File: config.mk
export PLATFORM = sky130hd
export DESIGN_NAME = mstream_capture_flat
export DESIGN_NICKNAME = d
export VERILOG_FILES = /design/src/rtl/mstream_pkg.sv /design/src/rtl/mstream_capture_if.sv /design/src/rtl/mstream_lane_decode.sv /design/src/rtl/mstream_capture.sv /design/src/flat_wrapper.sv
export SDC_FILE = /design/constraint.sdc
export NUM_CORES = 1
export LEC_CHECK = 0
export BUFFER_PORTS_ARGS = -buffer_cell sky130_fd_sc_hd__buf_2
export CORE_MARGIN = 5
export CORE_UTILIZATION = 30
export CTS_CLUSTER_DIAMETER = 40
export DETAILED_ROUTE_END_ITERATION = 6
export HOLD_SLACK_MARGIN = 0.1
export PLACE_DENSITY = 0.52
export SKIP_LAST_GASP = 1
export SLEW_MARGIN = 20
export SYNTH_ARGS = -nofsm -noshare
export SYNTH_HDL_FRONTEND = slang
export SYNTH_SLANG_ARGS = --single-unit
File: constraint.sdc
create_clock -name clk -period 2.63 [get_ports clk]
set_clock_uncertainty 0.2 [all_clocks]
set_input_delay 0.263 -clock clk [delete_from_list [all_inputs] [get_ports clk]]
set_output_delay 0.263 -clock clk [all_outputs]
set_load 0.02 [all_outputs]
File: src/rtl/mstream_pkg.sv
// mstream_pkg: MSTREAM constants, FSM state type and the pad-check helper.
// Both the pattern driver and the capture side share this package.
package mstream_pkg;
    localparam int MSTREAM_CH     = 20;
    localparam int MSTREAM_DATA   = 16;
    localparam int MSTREAM_PAD_LO = 2;
    localparam int MSTREAM_PAD_HI = 2;
    localparam int MSTREAM_BEAT   = 2 * MSTREAM_DATA;
    localparam int MSTREAM_WORD   = 256;

    typedef enum logic [1:0] {IDLE, CAPTURE, DONE} cap_state_e;

    // Low pads duplicate the lowest data channel; high pads duplicate the highest one.
    function automatic logic pad_bad(input logic [MSTREAM_CH-1:0] c);
        logic bad;
        bad = 1'b0;
        for (int i = 0; i < MSTREAM_PAD_LO; i++)
            bad |= c[i] != c[MSTREAM_PAD_LO];
        for (int i = 0; i < MSTREAM_PAD_HI; i++)
            bad |= c[MSTREAM_CH-1-i] != c[MSTREAM_CH-1-MSTREAM_PAD_HI];
        return bad;
    endfunction
endpackage

File: src/rtl/mstream_capture_if.sv
// mstream_capture_if: de-serialised MSTREAM beat input plus capture FIFO write port.
//   stream_en/mstream_rise/mstream_fall : beat valid and rising/falling-edge channel samples
//   dout/wr_en/full                     : 256-bit capture word, write strobe, FIFO almost_full
interface mstream_capture_if;
    import mstream_pkg::*;
    logic                    stream_en;
    logic [MSTREAM_CH-1:0]   mstream_rise;
    logic [MSTREAM_CH-1:0]   mstream_fall;
    logic [MSTREAM_WORD-1:0] dout;
    logic                    wr_en;
    logic                    full;

    modport master (output stream_en, mstream_rise, mstream_fall, full, input dout, wr_en);
    modport slave  (input stream_en, mstream_rise, mstream_fall, full, output dout, wr_en);
endinterface

File: src/rtl/mstream_lane_decode.sv
// mstream_lane_decode: strips the pad channels from one rise/fall sample pair.
//   i_rise/i_fall : 20-channel samples from each clock edge
//   o_beat        : 32-bit beat, rising-edge data in [15:0], falling-edge data in [31:16]
//   o_pad_err     : a pad channel disagrees with its data neighbour on either edge
module mstream_lane_decode
    import mstream_pkg::*;
(
    input  logic [MSTREAM_CH-1:0]   i_rise,
    input  logic [MSTREAM_CH-1:0]   i_fall,
    output logic [MSTREAM_BEAT-1:0] o_beat,
    output logic                    o_pad_err
);
    assign o_beat    = {i_fall[MSTREAM_PAD_LO +: MSTREAM_DATA], i_rise[MSTREAM_PAD_LO +: MSTREAM_DATA]};
    assign o_pad_err = pad_bad(i_rise) | pad_bad(i_fall);
endmodule

File: src/rtl/mstream_capture.sv
// mstream_capture: decodes MSTREAM beats, packs 8 beats MSB-first into 256-bit words and writes a capture FIFO.
//   clk, reset          : clock and synchronous active-high reset
//   start, Num_Pat      : arm a run of Num_Pat words (0 = free-run)
//   bus                 : beat input and FIFO write port
//   busy, done          : in CAPTURE / in DONE
//   overflow, pad_err   : sticky drop and pad-mismatch flags
//   pad_err_cnt         : saturating count of mismatching beats
//   word_cnt            : words actually written
module mstream_capture
    import mstream_pkg::*;
#(
    parameter int BEATS_PER_WORD = 8,
    parameter int ERRCNT_W       = 16
) (
    input  logic                clk,
    input  logic                reset,
    input  logic                start,
    input  logic [31:0]         Num_Pat,
    mstream_capture_if.slave    bus,
    output logic                busy,
    output logic                done,
    output logic                overflow,
    output logic                pad_err,
    output logic [ERRCNT_W-1:0] pad_err_cnt,
    output logic [31:0]         word_cnt
);
    localparam int IDX_W = $clog2(BEATS_PER_WORD);

    cap_state_e              r_state, w_next;
    logic [IDX_W-1:0]        r_idx;
    logic [MSTREAM_WORD-1:0] r_word, r_dout, w_word_next;
    logic                    r_wr_en, r_overflow, r_pad_err;
    logic [ERRCNT_W-1:0]     r_pad_err_cnt;
    logic [31:0]             r_word_cnt, r_issued, r_num_pat;
    logic [MSTREAM_BEAT-1:0] w_beat;
    logic                    w_pad_bad, w_accept, w_last, w_final, w_start_ok;

    mstream_lane_decode u_dec (
        .i_rise    (bus.mstream_rise),
        .i_fall    (bus.mstream_fall),
        .o_beat    (w_beat),
        .o_pad_err (w_pad_bad)
    );

    assign w_accept    = r_state == CAPTURE && bus.stream_en;
    assign w_last      = w_accept && r_idx == IDX_W'(BEATS_PER_WORD - 1);
    // Shifting in at the bottom leaves beat 0 in the top slot once the word is complete.
    assign w_word_next = {r_word[MSTREAM_WORD-MSTREAM_BEAT-1:0], w_beat};
    // The run ends on the Num_Pat-th issued word, whether it was written or dropped.
    assign w_final     = w_last && r_num_pat != 32'd0 && r_issued + 32'd1 == r_num_pat;
    assign w_start_ok  = start && r_state != CAPTURE;

    always_comb begin
        w_next = r_state;
        if (r_state == CAPTURE)
            w_next = w_final ? DONE : CAPTURE;
        else if (start)
            w_next = CAPTURE;
    end

    always_ff @(posedge clk) begin
        if (reset) begin
            r_state       <= IDLE;
            r_idx         <= '0;
            r_word        <= '0;
            r_dout        <= '0;
            r_wr_en       <= 1'b0;
            r_overflow    <= 1'b0;
            r_pad_err     <= 1'b0;
            r_pad_err_cnt <= '0;
            r_word_cnt    <= '0;
            r_issued      <= '0;
            r_num_pat     <= '0;
        end else begin
            r_state <= w_next;
            r_wr_en <= w_last && !bus.full;
            if (w_start_ok) begin
                r_idx         <= '0;
                r_word_cnt    <= '0;
                r_issued      <= '0;
                r_overflow    <= 1'b0;
                r_pad_err     <= 1'b0;
                r_pad_err_cnt <= '0;
                r_num_pat     <= Num_Pat;
            end
            if (w_accept) begin
                r_word <= w_word_next;
                r_idx  <= w_last ? '0 : r_idx + IDX_W'(1);
                if (w_pad_bad) begin
                    r_pad_err <= 1'b1;
                    if (~&r_pad_err_cnt)
                        r_pad_err_cnt <= r_pad_err_cnt + ERRCNT_W'(1);
                end
            end
            if (w_last) begin
                r_issued <= r_issued + 32'd1;
                if (!bus.full) begin
                    r_dout     <= w_word_next;
                    r_word_cnt <= r_word_cnt + 32'd1;
                end else begin
                    r_overflow <= 1'b1;
                end
            end
        end
    end

    assign bus.dout    = r_dout;
    assign bus.wr_en   = r_wr_en;
    assign busy        = r_state == CAPTURE;
    assign done        = r_state == DONE;
    assign overflow    = r_overflow;
    assign pad_err     = r_pad_err;
    assign pad_err_cnt = r_pad_err_cnt;
    assign word_cnt    = r_word_cnt;
endmodule

File: src/flat_wrapper.sv
// flat-port wrapper written by rule: the top's interface ports become plain ports
module mstream_capture_flat import mstream_pkg::*;
#(
    parameter int BEATS_PER_WORD = 8,
    parameter int ERRCNT_W       = 16
)
  (clk, reset, start, Num_Pat, busy, done, overflow, pad_err, pad_err_cnt, word_cnt, bus_stream_en, bus_mstream_rise, bus_mstream_fall, bus_full, bus_dout, bus_wr_en);
  mstream_capture_if bus_i ();
  input  logic clk;
  input  logic reset;
  input  logic start;
  input  logic [31:0] Num_Pat;
  output logic busy;
  output logic done;
  output logic overflow;
  output logic pad_err;
  output logic [ERRCNT_W-1:0] pad_err_cnt;
  output logic [31:0] word_cnt;
  input wire logic [$bits(bus_i.stream_en)-1:0] bus_stream_en;
  input wire logic [$bits(bus_i.mstream_rise)-1:0] bus_mstream_rise;
  input wire logic [$bits(bus_i.mstream_fall)-1:0] bus_mstream_fall;
  input wire logic [$bits(bus_i.full)-1:0] bus_full;
  output wire logic [$bits(bus_i.dout)-1:0] bus_dout;
  output wire logic [$bits(bus_i.wr_en)-1:0] bus_wr_en;
  assign bus_i.stream_en = bus_stream_en;
  assign bus_i.mstream_rise = bus_mstream_rise;
  assign bus_i.mstream_fall = bus_mstream_fall;
  assign bus_i.full = bus_full;
  assign bus_dout = bus_i.dout;
  assign bus_wr_en = bus_i.wr_en;
  mstream_capture #(.BEATS_PER_WORD(BEATS_PER_WORD), .ERRCNT_W(ERRCNT_W)) u_core (.clk(clk), .reset(reset), .start(start), .Num_Pat(Num_Pat), .bus(bus_i), .busy(busy), .done(done), .overflow(overflow), .pad_err(pad_err), .pad_err_cnt(pad_err_cnt), .word_cnt(word_cnt));
endmodule
**Word-level counts from Yosys, hierarchy flattened**

Index checks and enable logic that the tools add are counted.

- Add/sub/neg operators: 4
- Multipliers: 0
- Div/mod/pow operators: 0
- Magnitude comparators: 0
- Eq/ne operators: 13
- Shifts and indexed selects: 0
- Mux-type cells: 21
- Bitwise operators: 8
- Reduce and logical (&&, ||, !) cells: 13

Operators by type and width:

| operator | number |
|---|---|
| 2-to-1 mux 32 bit | 5 |
| adder 32 x 1 -> 32 bit (second input constant) | 2 |
| 2-to-1 mux 16 bit | 4 |
| equality test 32 bit | 1 |
| nonzero test 32 bit | 1 |
| adder 16 x 1 -> 16 bit (second input constant) | 1 |
| AND reduction 16 bit | 1 |
| 2-to-1 mux 3 bit | 3 |
| inequality test 1 bit | 8 |
| bitwise OR 1 bit | 7 |
| logical AND 1 bit | 6 |
| 2-to-1 mux 1 bit | 6 |
| 2-to-1 mux 2 bit | 3 |
| nonzero test 2 bit | 3 |
| adder 3 x 1 -> 3 bit (second input constant) | 1 |
| equality test 3 bit (second input constant) | 1 |
| equality test 2 x 1 -> 1 bit (second input constant) | 1 |
| equality test 2 bit (second input constant) | 1 |
| inequality test 2 x 1 -> 1 bit (second input constant) | 1 |
| AND reduction 2 bit | 1 |
| zero test 1 bit | 1 |
| NOT 1 bit | 1 |

- Flip-flop bits (word level): 600
- Latch bits: 0
- RAM bits: 0
- Bits in read-only memories: 0
- Input port bits: 77
- Output and inout port bits: 309
- Memories kept: 0

**Depth between registers and ports, before layout**

Gate-level depths: netlist of run 1.

- Depth after elaboration: 7
- Gate-level depth with buffers: 10
- Mapped depth without buffers: 9

**By module**

From an unflattened synthesis of run 1, not the netlist that was laid out.

- Cell total of the unflattened synthesis: 2954
- Area total of the unflattened synthesis: 22914.5 µm²

Modules (own cells, without submodules):

| module | instances | cells an instance | area each (µm²) |
|---|---|---|---|
| mstream_capture | 1 | 2912 | 22601.7 |
| mstream_lane_decode | 1 | 42 | 312.8 |

**Worst setup path after synthesis of run 1**

No wires, ideal clock.

- Kind: register to register
- Start point: register u_core.r_issued[0]
- End point: register u_core.r_state[1]
- Setup time: 61 ps
- Data arrival time: 2486 ps
- Slack: -117 ps
- Stages on the path, launching flop included: 10
- Path buffers: 1
- Period minus slack after synthesis: 2747 ps
- Cell sequence: dfxtp_1 > ha_1 > and3_1 > clkbuf_1 > nand4_1 > or4_1 > a22oi_1 > nand4b_1 > nor4_1 > a32o_1

- Cells in the longest elaborated chain, start to end: 5

Ends and longest elaborated chain:

| item | RTL line | text |
|---|---|---|
| from (decl) | mstream_capture.sv:34 | `logic [31:0] r_word_cnt, r_issued, r_num_pat;` |
| from (signal assigned) | mstream_capture.sv:96 | `r_issued <= r_issued + 32'd1;` |
| adder 32 x 1 -> 32 bit | mstream_capture.sv:50 | `assign w_final = w_last && r_num_pat != 32'd0 && r_issued + 32'd1 == r_num_pat;` |
| equality test 32 bit | mstream_capture.sv:50 |  |
| logical AND 1 bit | mstream_capture.sv:50 |  |
| 2-to-1 mux 2 bit | mstream_capture.sv:56 | `w_next = w_final ? DONE : CAPTURE;` |
| 2-to-1 mux 2 bit | mstream_capture.sv:55 | `if (r_state == CAPTURE)` |
| to (signal assigned) | mstream_capture.sv:75 | `r_state <= w_next;` |
| to (decl) | mstream_capture.sv:29 | `cap_state_e r_state, w_next;` |

No other way between the ends.
A chain may end at the register's enable or synchronous reset.

**Final worst setup path of run 1**

- Start point: input bus_mstream_fall[2]
- End point: register u_core.r_pad_err_cnt[15] (netlist: u_core.pad_err_cnt[15])

- Cells in the longest elaborated chain, start to end: 7
- Elaborated cells between the ends (all ways): 8
- Classes of those cells: eq/ne (2); mux (2); bitwise (4)

Ends and longest elaborated chain:

| item | RTL line | text |
|---|---|---|
| from (decl) | flat_wrapper.sv:21 | `input wire logic [$bits(bus_i.mstream_fall)-1:0] bus_mstream_fall;` |
| inequality test 1 bit | mstream_pkg.sv:18 | `bad \|= c[i] != c[MSTREAM_PAD_LO];` |
| bitwise OR 1 bit (*) | mstream_pkg.sv:18 |  |
| bitwise OR 1 bit (*) (2 in series) | mstream_pkg.sv:20 | `bad \|= c[MSTREAM_CH-1-i] != c[MSTREAM_CH-1-MSTREAM_PAD_HI];` |
| bitwise OR 1 bit (*) | mstream_lane_decode.sv:14 | `assign o_pad_err = pad_bad(i_rise) \| pad_bad(i_fall);` |
| 2-to-1 mux 16 bit (*) | mstream_capture.sv:89 | `if (w_pad_bad) begin` |
| 2-to-1 mux 16 bit (*) | mstream_capture.sv:86 | `if (w_accept) begin` |
| to (signal assigned) | mstream_capture.sv:92 | `r_pad_err_cnt <= r_pad_err_cnt + ERRCNT_W'(1);` |
| to (decl) | mstream_capture.sv:33 | `logic [ERRCNT_W-1:0] r_pad_err_cnt;` |

Every way passes the cells marked *; elsewhere a longest branch is shown, timed or not.

==> run metrics, run 1 <==
outcome=finished, final reports clean; sequential-to-total area share from yosys stat=0.5314; HPWL after DPL=53160 um; switching pwr=5.470 mW; # setup viols final=0; count of different cell masters after synthesis=60; crit path launch type=primary input; reg-to-reg endpoint=u_core.word_cnt[29]; Syn Inst Count=2917; Synthesis Warnings=0; FF-to-FF Start=u_core.r_idx[0]; Final Max Slew Viols=0; crit end category=register; largest net degree at the start of global routing=138; Worst Reg-to-Reg Cells=10; vias=21100; Cell Pwr Density=782.7 nW/um2; GRT overflow=0; FF+latch count, synth=600; Post-Syn Area=22600 um2; met2 Use GR=0.2958; H-tree depth=3; busiest layer in global routing=met2; total wire length=78800 um; RSZ-0062 raised after global routing=true; vias in the first global route=20170; GRT Total Usage=0.1847; Clock power frac=0.587; post-route cell area=31000 um2; commonest non-fill, non-tap cell in the layout=nand2_1; Reg clk slew, reported paths=50 ps; DRT antenna net count=0; Post-synth EDFFs=0; IO Pins=386; GR Util met1=0.2464; crit share post-route=0.9687; Root Buffer=clkbuf_16; Initial Utilization=0.3031; initial antenna violation count=1; dominant synthesized flop cell=dfxtp_1; met3 Use GR=0.05152; die span in y=284.5 um; CTS tree=built; Finished Core Util=0.4157; crit-path max FO=6; DRC=0; final critical-path required period=2548 ps; first-pass GRT wire length=120800 um; worst hold path class=primary input to register; CTS Buffer Depth=3; Core ar.=74570 um2; Critical Path Start=bus_mstream_fall[2]; sequential group share of total power=0.380; # clock sinks=600; drt pass-1 iters=5; Syn Area/Cell=7.749 um2; cell internal pwr=18.79 mW; Port Buf Inserts=385; ys async rst share=0; die area=80930 um2; vias per inst=4.737; Worst-Margin Slew=779.9 ps; row cnt=100; GP Congestion=0.8520; crit path DAT=2920 ps; Final Hold Vio Count=0; worst skew pair latency=650 ps; Synth Net Count=2999; CTS buffer count=103; Comb pwr share=0.032; Wirelength per Cell=17.69 um; Achievable Freq=392.5 MHz; Net count, final=3481; Net Sw Frac=0.2254; type of the worst setup path=primary input to register; worst setup path endpoint=u_core.pad_err_cnt[15]; worst reg-to-reg setup slack=80 ps; max-cap violations=0; Layout area overhead=37.16%; ratio of cells with drive above 1 in the final layout=0.2169; dpl cell area=26080 um2; Die Wd=284.5 um; Iter 0 DRT Violations=1274; most frequent cells in the layout=1087 x nand2_1, 582 x dfxtp_1, 564 x a21oi_1; Req. time, crit path=3000 ps; IR Drop Worst-Case VDD=0.4730 mV; leakage power=11.86 nW; Worst slew margin=0.4800
==> critical path, cell delays in order <==
cell and delay [ps]:
dlygate4sd3_1 520, buf_2 190, nor3_1 80, dlygate4sd3_1 550, o22ai_1 120, o21ai_1 80
buf_4 190, o21ba_2 250, nand2_1 60, or4_1 470, a21oi_1 150
==> power by group through the flow <==
stage               logic [mW]  registers (mW)  clock network, mW
global placement         0.680            9.42                  0
finish                   0.782            9.23               14.3
detailed placement       0.679            9.42                  0
global route             0.857            9.23               15.0
CTS                      0.777            9.23               14.5
floorplan                0.400            9.39                  0
==> cells in the mapped netlist (6+ instances only) <==
cell type | count | area [um2]
a21oi_1 | 564 | 2823
a31oi_1 | 11 | 68.82
and3_1 | 16 | 100.1
and4_1 | 7 | 61.31
buf_2 | 6 | 30.03
clkbuf_1 | 199 | 747.0
dfxtp_1 | 600 | 12010
inv_1 | 9 | 33.78
nand2_1 | 1088 | 4084
nand3_1 | 34 | 170.2
nand3b_1 | 7 | 52.55
nand4_1 | 27 | 168.9
nor2_1 | 92 | 345.3
nor3_1 | 26 | 130.1
nor4_1 | 21 | 131.4
o21ai_0 | 32 | 160.2
or3_1 | 9 | 56.30
or4_1 | 8 | 60.06
xnor2_1 | 38 | 332.8
xor2_1 | 34 | 297.8
==> logic make-up (layout without fill, tap and decap cells) <==
logic type                 Yosys count  count (layout)  synth area share
and+or+nand+nor                   1370            1370            0.2500
AOI/OAI and AO/OA                  644             644            0.1484
DFF                                600             600            0.5314
buffers and inverters              221             789           0.03720
xor gates and xnor gates            72              72           0.02790
adders and majority gates            5               5          0.002768
muxes                                5               5          0.002380
other                                0               1                 0
==> layout make-up <==
cell class	instances	area, um2
Sequential cell	600	12040
Clock inverter	65	950.9
Multi-Input combinational cell	2096	9965
Timing Repair Buffer	589	3985
Tap cell	969	1212
Fill cell	7663	43570
Antenna cell	1	2.502
Clock buffer	126	2814
Inverter	9	33.78
==> stage by stage <==
stage                     TNS (ps)  hold WS, ps  instances  power [mW]  setup WS [ps]
after floorplan             -10.18        199.0       2917       9.790         -10.18
after global placement      -62.85        239.0       4171       10.10         -52.30
after detailed placement    -153.8        243.9       4171       10.10         -99.06
after CTS                        0        161.5       4444       24.55          14.61
after global routing        -69.32        201.9       4454       25.09         -39.16
final                            0        209.7       4455       24.26          82.32
==> sequential cells by signal (all words and copies together), names as in the netlist, 2 cells and up <==
| signal | cells |
|---|---|
| u_core.bus.dout | 256 |
| u_core.pad_err_cnt | 16 |
| u_core.r_idx | 3 |
| u_core.r_issued | 32 |
| u_core.r_num_pat | 32 |
| u_core.r_state | 2 |
| u_core.r_word | 224 |
| u_core.word_cnt | 32 |
==> layer usage <==
layer	up-vias	wire [um]
met2	493	36070
met5	-	0
met3	97	5138
met4	0	1509
li1	10660	-
met1	9855	36090
==> worst min path at each step <==
stage                                    start                   end  cells past startpoint
final                     bus_mstream_fall[13]   u_core.bus.dout[27]                      4
after global routing      bus_mstream_fall[13]   u_core.bus.dout[27]                      4
after CTS                  bus_mstream_fall[6]   u_core.bus.dout[20]                      4
after detailed placement  u_core.bus.dout[240]  u_core.bus.dout[240]                      2
after global placement     u_core.bus.dout[21]   u_core.bus.dout[21]                      2
after floorplan            bus_mstream_rise[2]      u_core.r_word[0]                      2
==> what timing repair did <==
| action | in CTS | in global routing |
|---|---|---|
| setup buffers | 0 | 9 |
| pin swaps | 5 | 18 |
| endpoints found under the hold margin | 351 | 0 |
| gates cloned | 0 | 1 |
| resized for setup | 6 | 59 |
| hold buffers | 82 | 0 |
| setup endpoints to repair | 3 | 243 |
No activity file was read; power rests on OpenSTA's default activity.
==> run 2: changes to the inputs <==
- RECOVER_POWER: default -> 50
==> run 2 against run 1 <==
Net effect: die area stayed put; hold slack about the same; first-iteration DRC count is 1.4% higher; maximum frequency about the same; final cell count hardly changed; sequential power hardly changed; power about the same; via count grew 0.20%; largest cell class unchanged; largest power group unchanged.
==> run metrics, run 2 (same netlist as run 1, synthesis figures left out) <==
crit path launch type=register (was primary input); reg-to-reg endpoint=u_core.word_cnt[29] (unchanged); Final Max Slew Viols=0 (unchanged); Hold WS=209.5 ps (was 209.7 ps); Worst Reg-to-Reg Cells=10 (unchanged); Net count, final=3481 (unchanged); IO Pins=386 (unchanged); H-tree depth=3 (unchanged); Achievable Freq=392.6 MHz (was 392.5 MHz); # setup viols final=0 (unchanged); worst hold path class=primary input to register (unchanged); IR Drop Worst-Case VDD=0.4754 mV (was 0.4730 mV); largest net degree at the start of global routing=138 (unchanged); Initial Utilization=0.3031 (unchanged); FF/Latch Area=12040 um2 (unchanged); Min-Delay Endpoint=u_core.bus.dout[27] (unchanged); setup ws final=82.81 ps (was 82.32 ps); crit end category=register (unchanged); total wire length=78920 um (was 78800 um); initial antenna violation count=1 (unchanged); crit share post-route=0.9685 (was 0.9687); post-route cell area=30610 um2 (was 31000 um2); CTS tree=built (unchanged); Die Wd=284.5 um (unchanged); dpl cell area=26080 um2 (unchanged); drt pass-1 iters=5 (unchanged); max-cap violations=0 (unchanged); Wirelength per Cell=17.71 um (was 17.69 um); GRT Total Usage=0.1847 (unchanged); row cnt=100 (unchanged); DRT antenna net count=0 (unchanged); die area=80930 um2 (unchanged); Port Buf Inserts=385 (unchanged); Final Hold Vio Count=0 (unchanged); depth of the worst hold-timing path=4 (unchanged); Worst-Margin Slew=904.8 ps (was 779.9 ps); CTS Buffer Depth=3 (unchanged); Req. time, crit path=2990 ps (was 3000 ps); Iter 0 DRT Violations=1292 (was 1274); vias=21140 (was 21100); commonest non-fill, non-tap cell in the layout=nand2_1 (unchanged); GP Congestion=0.8520 (unchanged); vias in the first global route=20170 (unchanged); outcome=finished, final reports clean (unchanged); vias per inst=4.745 (was 4.737); Reg clk slew, reported paths=50 ps (about the same); HPWL after DPL=53160 um (unchanged); GRT overflow=0 (unchanged); RSZ-0062 raised after global routing=true (unchanged); CTS buffer count=103 (unchanged); die span in y=284.5 um (unchanged); # clock sinks=600 (unchanged); FF-to-FF Start=u_core.r_idx[0] (unchanged); DRC=0 (unchanged); worst skew pair latency=640 ps (was 650 ps); number of flip-flops in the largest register=256 (unchanged); final critical-path required period=2547 ps (was 2548 ps); leakage power=10.50 nW (was 11.86 nW); Core ar.=74570 um2 (unchanged); Layout area overhead=35.43% (was 37.16%); multi-input logic area=9965 um2 (unchanged); Root Buffer=clkbuf_16 (unchanged); crit path DAT=2910 ps (was 2920 ps); worst reg-to-reg setup slack=80 ps (about the same); type of the worst setup path=register to register (was primary input to register); Worst slew margin=0.3968 (was 0.4800); most frequent cells in the layout=1087 x nand2_1, 582 x dfxtp_1, 564 x a21oi_1 (unchanged); Setup TNS Final=0 ps (unchanged); Cell Pwr Density=793.1 nW/um2 (was 782.7 nW/um2); first-pass GRT wire length=120800 um (unchanged); # fillers=7833 (was 7663); Final Power=24.28 mW (was 24.26 mW); crit-path max FO=4 (was 6); ratio of cells with drive above 1 in the final layout=0.1288 (was 0.2169); pre-CTS setup slack=-99.06 ps (unchanged); Hold Startpoint=bus_mstream_fall[13] (unchanged)
==> run 2: cell types whose count changed in the layout (fill, tap and decap cells not counted), sizes merged <==
cell | previous run | this run
buf | 506 | 199
clkbuf | 127 | 434
diode | 1 | 2
==> run 2: per-layer routing <==
layer  share of wire  track usage  vias up
met3           0.066      0.05152      102
met1            0.46       0.2464     9901
li1                -            -    10660
met4           0.020      0.04821        0
met2            0.46       0.2958      483
met5               0            0        -
==> run 2: timing repair <==
action	in CTS	in global routing
hold buffers	82	0
cloned	0	1
gates resized for setup	6	59
buffers inserted	0	9
endpoints found under the setup margin	3	243
pin swaps	5	18
hold endpoints to repair	351	0
==> run 2: worst max-delay path by stage <==
| stage | end | slack, ps | depth (start not counted) | start |
|---|---|---|---|---|
| finish | u_core.word_cnt[29] | 80 | 10 | u_core.r_idx[0] |
| CTS | u_core.r_state[1] | 10 | 8 | u_core.r_issued[10] |
| global route | u_core.r_state[1] | -40 | 8 | u_core.r_issued[0] |
| detailed placement | u_core.r_state[0] | -100 | 8 | u_core.r_issued[1] |
| global placement | u_core.r_state[0] | -50 | 9 | u_core.r_issued[8] |
| floorplan | u_core.r_state[1] | -10 | 8 | u_core.r_issued[9] |
==> run 2: where the power goes <==
group / leakage (nW) / internal [mW] / switching, mW
clock: 1.82 / 9.35 / 4.91
sequential: 4.85 / 9.16 / 0.0695
combinational: 3.83 / 0.279 / 0.500
total: 10.5 / 18.8 / 5.48
==> run 2: worst max-delay path: stages (launching register included) <==
cell and delay, ps:
dfxtp_2 330, ha_2 190, ha_4 140, nand4b_1 110, buf_6 150, nor2_4 70
nand4_1 120, or4_4 560, buf_4 160, or3_1 310, a21oi_1 140
==> run 2: final cells by class <==
| cell class | instances | area share |
|---|---|---|
| Inverter | 9 | 0.001104 |
| Multi-Input combinational cell | 2096 | 0.3255 |
| Tap cell | 969 | 0.03961 |
| Sequential cell | 600 | 0.3933 |
| Clock buffer | 126 | 0.09192 |
| Timing Repair Buffer | 589 | 0.1173 |
| Antenna cell | 2 | 0.0001635 |
| Clock inverter | 65 | 0.03106 |
==> run 2: per-stage QoR <==
stage,instances,utilization
floorplan,2917,-
CTS,4444,0.4114
detailed placement,4171,0.3497
global route,4454,0.4104
global placement,4171,0.3497
finish,4456,0.4105
==> run 3: changes to the inputs <==
- PLACE_DENSITY: 0.52 -> 0.5
- clock period: 2.63 -> 2.7 ns (I/O delays scaled with it)
==> run 3 against run 2 <==
Net effect: die area unchanged; critical path type unchanged; combinational power decreased by 2%; flip-flop and latch count unchanged; final area decreased by 0.46%; sequential share of layout area increased by 0.15 points.
==> run metrics, run 3 (same netlist as run 1, synthesis figures left out) <==
outcome=finished, final reports clean (unchanged); setup ws final=64.02 ps (was 82.81 ps); HPWL after DPL=53990 um (was 53160 um); Layout area overhead=34.81% (was 35.43%); crit path launch type=register (unchanged); Cell Pwr Density=767.0 nW/um2 (was 793.1 nW/um2); Setup TNS Final=0 ps (unchanged); Achievable Freq=379.4 MHz (was 392.6 MHz); initial antenna violation count=1 (unchanged); Comb pwr share=0.033 (was 0.032); CTS tree=built (unchanged); IR Drop Worst-Case VDD=0.5350 mV (was 0.4754 mV); Worst-Margin Slew=1185 ps (was 904.8 ps); Initial Utilization=0.3031 (unchanged); Net Sw Frac=0.2253 (was 0.2259); row cnt=100 (unchanged); # setup viols final=0 (unchanged); DRC=0 (unchanged); Max stage delay on crit path=570 ps (was 560 ps); dpl cells=4196 (was 4171); CTS Buffer Depth=3 (unchanged); Wirelength per Cell=18.01 um (was 17.71 um); worst skew pair latency=620 ps (was 640 ps); post-route cell area=30470 um2 (was 30610 um2); Final Power=23.37 mW (was 24.28 mW); Min-Delay Endpoint=u_core.pad_err (was u_core.bus.dout[27]); Core ar.=74570 um2 (unchanged); die area=80930 um2 (unchanged); Port Buf Inserts=385 (unchanged); Hold WS=161.9 ps (was 209.5 ps); # clock sinks=600 (unchanged); Iter 0 DRT Violations=1434 (was 1292); commonest non-fill, non-tap cell in the layout=nand2_1 (unchanged); IO Pins=386 (unchanged); Buf/Inv on CP=3 (was 2); reg-to-reg endpoint=u_core.r_num_pat[29] (was u_core.word_cnt[29]); Hold Startpoint=bus_mstream_fall[1] (was bus_mstream_fall[13]); ratio of cells with drive above 1 in the final layout=0.1294 (was 0.1288); Final Max Slew Viols=0 (unchanged); FF-to-FF Start=u_core.r_state[1] (was u_core.r_idx[0]); Finished Core Util=0.4086 (was 0.4105); dpl cell area=26250 um2 (was 26080 um2); DRT antenna net count=0 (unchanged); final critical-path required period=2636 ps (was 2547 ps); cell internal pwr=18.10 mW (was 18.79 mW); first-pass GRT wire length=123200 um (was 120800 um); depth of the worst hold-timing path=6 (was 4); Clock power frac=0.583 (was 0.588); total wire length=80410 um (was 78920 um); CP delay by family, top=buffers and inverters (was simple AND/OR/NAND/NOR gates); RSZ-0062 raised after global routing=true (unchanged); GRT overflow=0 (unchanged); vias in the first global route=20330 (was 20170); GRT Total Usage=0.1890 (was 0.1847); H-tree depth=3 (unchanged); Reg clk slew, reported paths=60 ps (was 50 ps); CTS buffer count=98 (was 103); Req. time, crit path=3070 ps (was 2990 ps); pre-CTS setup slack=30.60 ps (was -99.06 ps); sequential group share of total power=0.384 (was 0.380); Finished Layout Cells=4465 (was 4456); largest net degree at the start of global routing=155 (was 138); crit share post-route=0.9763 (was 0.9685); vias per inst=4.778 (was 4.745); Root Buffer=clkbuf_16 (unchanged); number of flip-flops in the largest register=256 (unchanged); Net count, final=3490 (was 3481); crit-path max FO=16 (was 4); die span in y=284.5 um (unchanged); crit-path cells=buf_4 > nor2b_1 > nand2b_2 > buf_4 > nand2_1 > a21oi_1 > dlygate4sd3_1 (was ha_2 > ha_4 > nand4b_1 > buf_6 > nor2_4 > nand4_1 > or4_4 > buf_4 > or3_1 > a21oi_1); Final Hold Vio Count=0 (unchanged); Top cell by count, worst path=buf_4; vias=21330 (was 21140); type of the worst setup path=register to register (unchanged); worst hold path class=primary input to register (unchanged); critical path's slowest cell=dlygate4sd3_1 (was or4_4); Worst slew margin=0.2102 (was 0.3968); crit end category=register (unchanged); crit path DAT=3000 ps (was 2910 ps); GP Congestion=0.8487 (was 0.8520); Worst Reg-to-Reg Cells=7 (was 10); leakage power=10.53 nW (was 10.50 nW); most frequent cells in the layout=1087 x nand2_1, 589 x dfxtp_1, 564 x a21oi_1 (was 1087 x nand2_1, 582 x dfxtp_1, 564 x a21oi_1); Die Wd=284.5 um (unchanged); max-cap violations=0 (unchanged); switching pwr=5.265 mW (was 5.485 mW); drt pass-1 iters=6 (was 5); worst reg-to-reg setup slack=60 ps (was 80 ps)
==> run 3: what timing repair did <==
action                     4_1_cts  5_1_grt
setup endpoints to repair        1       30
cloned                           0        0
pin swaps                        0       17
buffers inserted                 0        6
hold endpoints to repair       254        0
hold buffers                    75        0
resized for setup                1       39
==> run 3: metal layers <==
layer  track usage  up-vias  wire (um)
met4       0.05531        0       2054
li1              -    10680          -
met2        0.3035      490      36880
met3       0.05000      126       5039
met1        0.2508    10030      36440
met5             0        -          0
==> run 3: power groups by stage <==
stage | Combinational (mW) | Sequential, mW | Clock (mW)
floorplan | 0.390 | 9.15 | 0
global placement | 0.681 | 9.17 | 0
detailed placement | 0.679 | 9.17 | 0
CTS | 0.766 | 8.98 | 13.9
global route | 0.839 | 8.98 | 14.3
finish | 0.766 | 8.98 | 13.6
==> run 3: area by class of cell <==
| type | count | area, um2 |
|---|---|---|
| Fill cell | 7867 | 44100 |
| Sequential cell | 600 | 12030 |
| Multi-Input combinational cell | 2096 | 9928 |
| Timing Repair Buffer | 603 | 3610 |
| Clock buffer | 122 | 2778 |
| Tap cell | 969 | 1212 |
| Clock inverter | 64 | 875.8 |
| Inverter | 9 | 33.78 |
| Antenna cell | 2 | 5.005 |
==> run 3: worst max path at each step <==
stage	start	end	slack [ps]	cells past startpoint
global route	u_core.r_issued[20]	u_core.r_state[1]	-60	7
global placement	u_core.r_issued[3]	u_core.r_state[0]	-6	9
CTS	u_core.r_idx[0]	u_core.word_cnt[30]	2	8
finish	u_core.r_state[1]	u_core.r_num_pat[29]	60	7
floorplan	u_core.r_idx[0]	u_core.word_cnt[31]	0.008	9
detailed placement	u_core.r_issued[10]	u_core.r_state[0]	30	8
==> run 3: worst reg2reg max path, cell delays in order, from the launching register on <==
cell	delay, ps
dfxtp_1	380
buf_4	180
nor2b_1	350
nand2b_2	410
buf_4	280
nand2_1	80
a21oi_1	160
dlygate4sd3_1	570
